<file path="src/rtl/conv_pkg.sv">
// conv_pkg: shared FSM states and default sizes for the conv feeder
package conv_pkg;
  typedef enum logic [1:0] {IDLE, LOAD_W, STREAM, DRAIN} state_t;
  localparam int TAPS_DEF = 4;
  localparam int DW_DEF = 8;
endpackage

</file>
<file path="src/rtl/conv_valid_pipe.sv">
// conv_valid_pipe: delay line matching the array latency, carrying valid and last flags
module conv_valid_pipe #(
  parameter int DEPTH = 4
) (
  input  logic clk,
  input  logic rst_n,
  input  logic in_valid,
  input  logic in_last,
  output logic out_valid,
  output logic out_last
);
  logic [DEPTH-1:0] v, l;
  // shift valid/last one stage per cycle; reset drops every in-flight result
  always_ff @(posedge clk or negedge rst_n) begin
    if (!rst_n) begin
      v <= '0;
      l <= '0;
    end else begin
      v <= (v << 1) | DEPTH'(in_valid);
      l <= (l << 1) | DEPTH'(in_last);
    end
  end
  assign out_valid = v[DEPTH-1];
  assign out_last = l[DEPTH-1];
endmodule

</file>
<file path="src/rtl/conv_feeder.sv">
// conv_feeder: loads weights into and streams samples through a systolic FIR array; CONV_FEEDER_ZERO_PAD_EN enables tail flushing
module conv_feeder
  import conv_pkg::*;
#(
  parameter int TAPS = TAPS_DEF,
  parameter int DW = DW_DEF,
  parameter int YW = 2*DW+$clog2(TAPS)
) (
  input  logic               clk,
  input  logic               rst_n,
  input  logic               cfg_start,
  input  logic               w_valid,
  output logic               w_ready,
  input  logic [DW-1:0]      w_data,
  input  logic               x_valid,
  output logic               x_ready,
  input  logic [DW-1:0]      x_data,
  input  logic               x_last,
  output logic [DW-1:0]      arr_x,
  output logic               arr_x_valid,
  output logic [YW-1:0]      arr_y0,
  output logic [TAPS*DW-1:0] arr_w,
  input  logic [YW-1:0]      arr_y,
  output logic               res_valid,
  output logic [YW-1:0]      res_data,
  output logic               res_last,
  output logic               busy
);
  localparam int CW = $clog2(TAPS+1);
  state_t state, state_nxt;
  logic [CW-1:0] w_cnt;
  logic w_acc, x_acc, inj_pad, inj_last, arr_last, pipe_valid, pipe_last;
  assign w_acc = w_valid & w_ready;
  assign x_acc = x_valid & x_ready;
`ifdef CONV_FEEDER_ZERO_PAD_EN
  logic [CW-1:0] pad_cnt;
  assign inj_pad = state == DRAIN && int'(pad_cnt) < TAPS-1;
  assign inj_last = TAPS == 1 ? x_acc & x_last : inj_pad && int'(pad_cnt) == TAPS-2;
  // count the zero samples flushed after the final real sample
  always_ff @(posedge clk or negedge rst_n) begin
    if (!rst_n) pad_cnt <= '0;
    else pad_cnt <= state != DRAIN ? '0 : pad_cnt + CW'(inj_pad);
  end
`else
  assign inj_pad = 1'b0;
  assign inj_last = x_acc & x_last;
`endif
  // FSM state register
  always_ff @(posedge clk or negedge rst_n) begin
    if (!rst_n) state <= IDLE;
    else state <= state_nxt;
  end
  // next state and per-state stream readiness
  always_comb begin
    state_nxt = state;
    w_ready = 1'b0;
    x_ready = 1'b0;
    case (state)
      IDLE: state_nxt = cfg_start ? LOAD_W : IDLE;
      LOAD_W: begin
        w_ready = 1'b1;
        state_nxt = w_valid && int'(w_cnt) == TAPS-1 ? STREAM : LOAD_W;
      end
      STREAM: begin
        x_ready = 1'b1;
        state_nxt = x_valid && x_last ? DRAIN : STREAM;
      end
      DRAIN: state_nxt = res_last ? IDLE : DRAIN;
      default: state_nxt = IDLE;
    endcase
  end
  // weight capture by slot and one-cycle sample injection into PE 0
  always_ff @(posedge clk or negedge rst_n) begin
    if (!rst_n) begin
      w_cnt <= '0;
      arr_w <= '0;
      arr_x <= '0;
      arr_x_valid <= 1'b0;
      arr_last <= 1'b0;
    end else begin
      w_cnt <= state == IDLE ? '0 : w_cnt + CW'(w_acc);
      if (w_acc) arr_w[int'(w_cnt)*DW +: DW] <= w_data;
      arr_x <= x_acc ? x_data : inj_pad ? '0 : arr_x;
      arr_x_valid <= x_acc | inj_pad;
      arr_last <= inj_last;
    end
  end
  conv_valid_pipe #(.DEPTH(TAPS)) u_pipe (
    .clk(clk),
    .rst_n(rst_n),
    .in_valid(arr_x_valid),
    .in_last(arr_last),
    .out_valid(pipe_valid),
    .out_last(pipe_last)
  );
  assign res_valid = pipe_valid;
  assign res_last = pipe_valid & pipe_last;
  assign res_data = pipe_valid ? arr_y : '0;
  assign arr_y0 = '0;
  assign busy = state != IDLE;
endmodule

</file>
<file path="config.mk">
export PLATFORM = sky130hd
export DESIGN_NAME = conv_feeder
export DESIGN_NICKNAME = d
export VERILOG_FILES = /design/src/rtl/conv_pkg.sv /design/src/rtl/conv_valid_pipe.sv /design/src/rtl/conv_feeder.sv
export SDC_FILE = /design/constraint.sdc
export NUM_CORES = 1
export LEC_CHECK = 0
export BUFFER_PORTS_ARGS = -buffer_cell sky130_fd_sc_hd__buf_2
export CORE_ASPECT_RATIO = 0.7
export CORE_UTILIZATION = 46
export CTS_CLUSTER_SIZE = 24
export DETAILED_ROUTE_END_ITERATION = 7
export GPL_TIMING_DRIVEN = 0
export PLACE_DENSITY = 0.87
export REMOVE_ABC_BUFFERS = 1
export SETUP_SLACK_MARGIN = 0.1
export SYNTH_ARGS = -nofsm -noshare
export SYNTH_HDL_FRONTEND = slang
export SYNTH_SLANG_ARGS = --single-unit
</file>
<file path="constraint.sdc">
create_clock -name clk -period 3 [get_ports clk]
set_clock_uncertainty 0.2 [all_clocks]
set_input_delay 0.6 -clock clk [delete_from_list [all_inputs] [get_ports clk]]
set_output_delay 0.6 -clock clk [all_outputs]
set_load 0.005 [all_outputs]
</file>
; Yosys cells after proc, flatten, opt, wreduce, memory -nomap -nowiden
; Cells that the tools add are included.
[word_totals]
ff_bits = 55
latchBits = 0
mem_bits_rw = 0
romBits = 0
out_inout_bits = 82
memories = 0
[classes]
addsub = 2
multipliers = 0
div_mod_pow = 0
order_cmp = 0
eq_ne = 4
shifts = 2
muxes = 11
n_bitwise = 6
n_reduce_logical = 4
[ops]
columns = cell, count
row1 = $neg A6 Y33, 1
row2 = $shift A8 B33 Y32 const A, 1
row3 = $shiftx A8 B33 Y32, 1
row4 = $bwmux W32, 1
row5 = $mux W18, 1
row6 = $mux W8, 1
row7 = $or A4 B1 Y4, 2
row8 = $pmux W2 S4, 1
row9 = $and A1 B1 Y1, 4
row10 = $eq A2 B2 Y1 const B, 2
row11 = $mux W1, 4
row12 = $mux W2, 2
row13 = $add A3 B1 Y3, 1
row14 = $eq A3 B3 Y1 const B, 1
row15 = $mux W3, 1
row16 = $eq A2 B1 Y1 const B, 1
row17 = $logic_and A1 B1 Y1, 2
row18 = $logic_not A2 Y1, 1
row19 = $reduce_bool A2 Y1, 1

; Logic depth before layout (Yosys ltp)
[logic_depth]
word_depth = 5
depth_mapped = 9
mapped_depth_nobuf = 6

; Modules after synthesis
; A second synthesis with hierarchy kept.
[hier_totals]
cells_unflattened = 219
hier_area_um2 = 2603.7
[by_module_without_submodules]
columns = module, instances, cells_each, area_each_um2, seq_area_each_um2
row1 = conv_feeder, 1, 211, 2403.6, 1176.1
row2 = conv_valid_pipe, 1, 8, 200.2, 200.2

; Worst setup path after synthesis
; Ideal clock, no wire load.
[synth_timing]
path_type = register to register
from = register w_cnt[0]
to = register arr_w[0]
setup_time_ps = 125
arrival_time_ps = 1907
t_required_ps = 2675
path_slack_ps = 768
stages_incl_launch_ff = 8
path_buffers = 1
synth_period_minus_slack_ps = 2232
cell_sequence = dfrtp_1 -> buf_6 -> inv_1 -> ha_1 -> ha_1 -> nor4_4 -> nand3_4 -> mux2_4
[synth_between]
elab_chain_cells = 3
elab_cells_between_ends = 4
[synth_lines]
columns = item, line
row1 = from (decl), conv_feeder.sv:31  ; logic [CW-1:0] w_cnt;
row2 = from (signal assigned), conv_feeder.sv:81  ; w_cnt <= state == IDLE ? '0 : w_cnt + CW'(w_acc);
row3 = $neg A6 Y33 (*), conv_feeder.sv:82  ; if (w_acc) arr_w[int'(w_cnt)*DW +: DW] <= w_data;
row4 = $shiftx A8 B33 Y32 / $shift A8 B33 Y32 (equally long branches), conv_feeder.sv:82
row5 = $bwmux W32 (*), conv_feeder.sv:82
row6 = "to (signal, indexed assignment)", conv_feeder.sv:82
row7 = to (decl), conv_feeder.sv:22  ; output logic [TAPS*DW-1:0] arr_w,
; Mark *: on every way between the ends. The rest lies on a longest branch, timed or not.
; A chain may end at the register's enable or synchronous reset.

; Final worst setup path
[layout_timing]
from = register w_cnt[0]
to = register arr_w[15]
; Same word-level chain as after synthesis.

==> metrics.cfg <==
[layout]
layout_commonest_cell = buf_2
layout_common_cells = buf_2, dfrtp_1, and2_1
layout.nets = 360
diodes = 0
area_growth_pct = 21.8
final_cell_area_mm2 = 0.00319
drive_above_1_share = 0.447

[clock_tree]
root_buffer = clkbuf_8
insertion_delay_ns = 0.30
cts_tree = done
ctsHoldBuffers = 0
clockBufferDepth = 2
cts_buffers = 5
cts-htree-levels = 2
clk_pin_slew_ns = 0.09
post-cts-setup-buffers = 0
cts.sinks = 55

[critical_path]
path_cells = inv_1 > ha_1 > ha_1 > and4b_2 > nand2_2 > mux2_2
crit_top_cell = ha_1
worst_setup_path_start_kind = flip-flop
rr_worst_depth = 6
critPathArrivalTime_ns = 2.63
cp_slowest_stage_delay_ns = 0.63
cp.required_ns = 2.99
crit_fanout = 19
slowest_stage = dfrtp_1
r2r-start = w_cnt[0]$_DFF_PN0_
criticalPathCategory = flip-flop to flip-flop
reg2reg_to = arr_w[15]$_DFFE_PN0P_
cp-end-kind = flip-flop
ff2ff_setup_slack_ns = 0.36
startpoint = w_cnt[0]$_DFF_PN0_
worstSetupEndpoint = arr_w[15]$_DFFE_PN0P_

[die]
die_w_um = 92.2
io_pins = 122
coreArea_mm2 = 0.00537
fp.dieH_um = 65.1
initial_core_util = 0.488
rows = 22
die-area_mm2 = 0.00600

[power_and_ir_drop]
p_seq_frac = 0.454
p_per_area_mw_per_mm2 = 805
p_leak_nw = 1.81
peakVddDrop_uv = 369
p_total_mw = 2.57
power_switching_mw = 0.861
internal_power_mw = 1.71
p_sw_frac = 0.335
p_clk_frac = 0.186
combPwrFrac = 0.360

[global_route]
grt_first_pass_wirelength_um = 8800
grt.busiest_layer = met2
grt_util_met2 = 0.319
gr-total-overflow = 0
use_met1 = 0.253
grt_max_degree = 56
use_met3 = 0.0475
grt_usage = 0.192
antenna_found_initial = 0
grt_pass1_vias = 1758

[logic_synthesis]
synth_top_area_cell = dfrtp_1
ys_top_cells_by_area = dfrtp_1, mux2_2, buf_4
synth.cell_area_mm2 = 0.00262
async_reset_ff_frac = 1.00
synth_ff_type = dfrtp_1
yosysUniqueCellTypes = 33
synth_edf_count = 0
syn_inst = 214
synth_seq_area_share = 0.526
yosys_warnings = 0
syn_avg_cell_area_um2 = 12.2
synth_top_area_frac = 0.526
ys_seq_elements = 55

[worst_hold_path]
hold_class = flip-flop to flip-flop
whs_path_depth = 0

[route]
wire_per_inst_um = 14.3
drc = 0
viasPerCell = 4.86
vias = 1873
drtIter0Drc = 96
totalWireLength_um = 5520
ant_nets = 0
firstDrtPassIters = 4

[sta]
post-route-period-util = 0.880
period_needed_ns = 2.64
slew_violations = 0
rsz0062_at_grt = no
layout_setup_ws_ns = 0.360
clock.fmax_mhz = 379
setup_viol = 0
slew_headroom = 0.188
worst_pin_slew_ns = 1.22
setup_tns_ns = 0
hold_viol_final = 0

[placed_design]
hpwl_um = 4030
detailedPlace.worstSlack_ns = 0.141
placedInstanceArea_mm2 = 0.00308
gp_congestion = 0.723
io_buffers = 103

[outcome]
status = complete, no violations

[job]
maxCapViolCount = 0

==> cell usage after synthesis (all sizes together) (3+ instances only) <==
cell	n
dfrtp	55
buf	25
mux2	24
and2	23
inv	14
a21boi	8
a31o	8
and3	8
nand4	8
o21ai	8
ha	7
nor2b	4
and2b	3
clkbuf	3
nand2	3
nor2	3
==> repair_timing <==
action                                  in CTS  in global routing
resized for setup                            0                  1
endpoints found under the setup margin       0                 16
endpoints found under the hold margin        0                  0
==> power by group through the flow <==
stage	combinational, mW	sequential [mW]	clock [mW]
3_3_place_gp	0.905	1.16	0
5_1_grt	1.04	1.20	0.517
4_1_cts	0.933	1.17	0.487
6_report	0.923	1.17	0.478
2_1_floorplan	0.523	1.17	0
3_5_place_dp	0.925	1.18	0
==> critical path, delay by kind of cell, from the launching register on <==
family | cells | cell delay (ns)
AND/OR/NAND/NOR | 2 | 0.67
buffers and inverters | 1 | 0.16
multiplexers | 1 | 0.32
adder cells (fa/ha/maj) | 2 | 0.55
flip-flops | 1 | 0.63
==> worst min path at each step <==
stage | startpoint | endpoint | slack (ns)
floorplan | rst_n | arr_last$_DFF_PN0_ | 0.10
global placement | arr_last$_DFF_PN0_ | u_pipe.l[0]$_DFF_PN0_ | 0.13
detailed placement | u_pipe.l[0]$_DFF_PN0_ | u_pipe.l[1]$_DFF_PN0_ | 0.14
CTS | u_pipe.l[0]$_DFF_PN0_ | u_pipe.l[1]$_DFF_PN0_ | 0.16
global route | u_pipe.l[0]$_DFF_PN0_ | u_pipe.l[1]$_DFF_PN0_ | 0.17
finish | u_pipe.l[0]$_DFF_PN0_ | u_pipe.l[1]$_DFF_PN0_ | 0.16
==> cell families after synthesis <==
| family | share of synthesized area |
|---|---|
| compound gates | 0.0774 |
| xor+xnor | 0.00335 |
| fa+ha+maj | 0.0335 |
| buf+inv | 0.0985 |
| flops | 0.526 |
| mux | 0.115 |
| other cells | 0.00143 |
| simple gates | 0.145 |
==> layout make-up <==
cell class / instances / area, µm²
multi-input combinational: 134 / 1050
inverter: 14 / 52.6
clock inverter: 2 / 37.5
sequential: 55 / 1380
tap: 72 / 90.1
fill: 472 / 2180
timing repair buffer: 103 / 515
clock buffer: 5 / 68.8
==> per-layer routing <==
layer | wire length [µm] | part of all wire
met1 | 2560 | 0.46
met2 | 2600 | 0.47
met3 | 336 | 0.061
met4 | 31 | 0.0056
met5 | 0 | 0
==> flip-flops by register name, indices dropped and copies added, names as in the netlist <==
signal and cells:
arr_x_valid 1, arr_last 1, state 2, u_pipe.l 4
arr_x 8, w_cnt 3, u_pipe.v 4, arr_w 32
==> metrics by stage <==
| step | instances | hold slack [ns] | util |
|---|---|---|---|
| 2_1_floorplan | 203 | 0.104 | - |
| 3_3_place_gp | 378 | 0.133 | 0.574 |
| 3_5_place_dp | 378 | 0.136 | 0.574 |
| 4_1_cts | 385 | 0.159 | 0.594 |
| 5_1_grt | 385 | 0.171 | 0.594 |
| 6_report | 385 | 0.155 | 0.594 |
(Power assumes the default switching activity.)
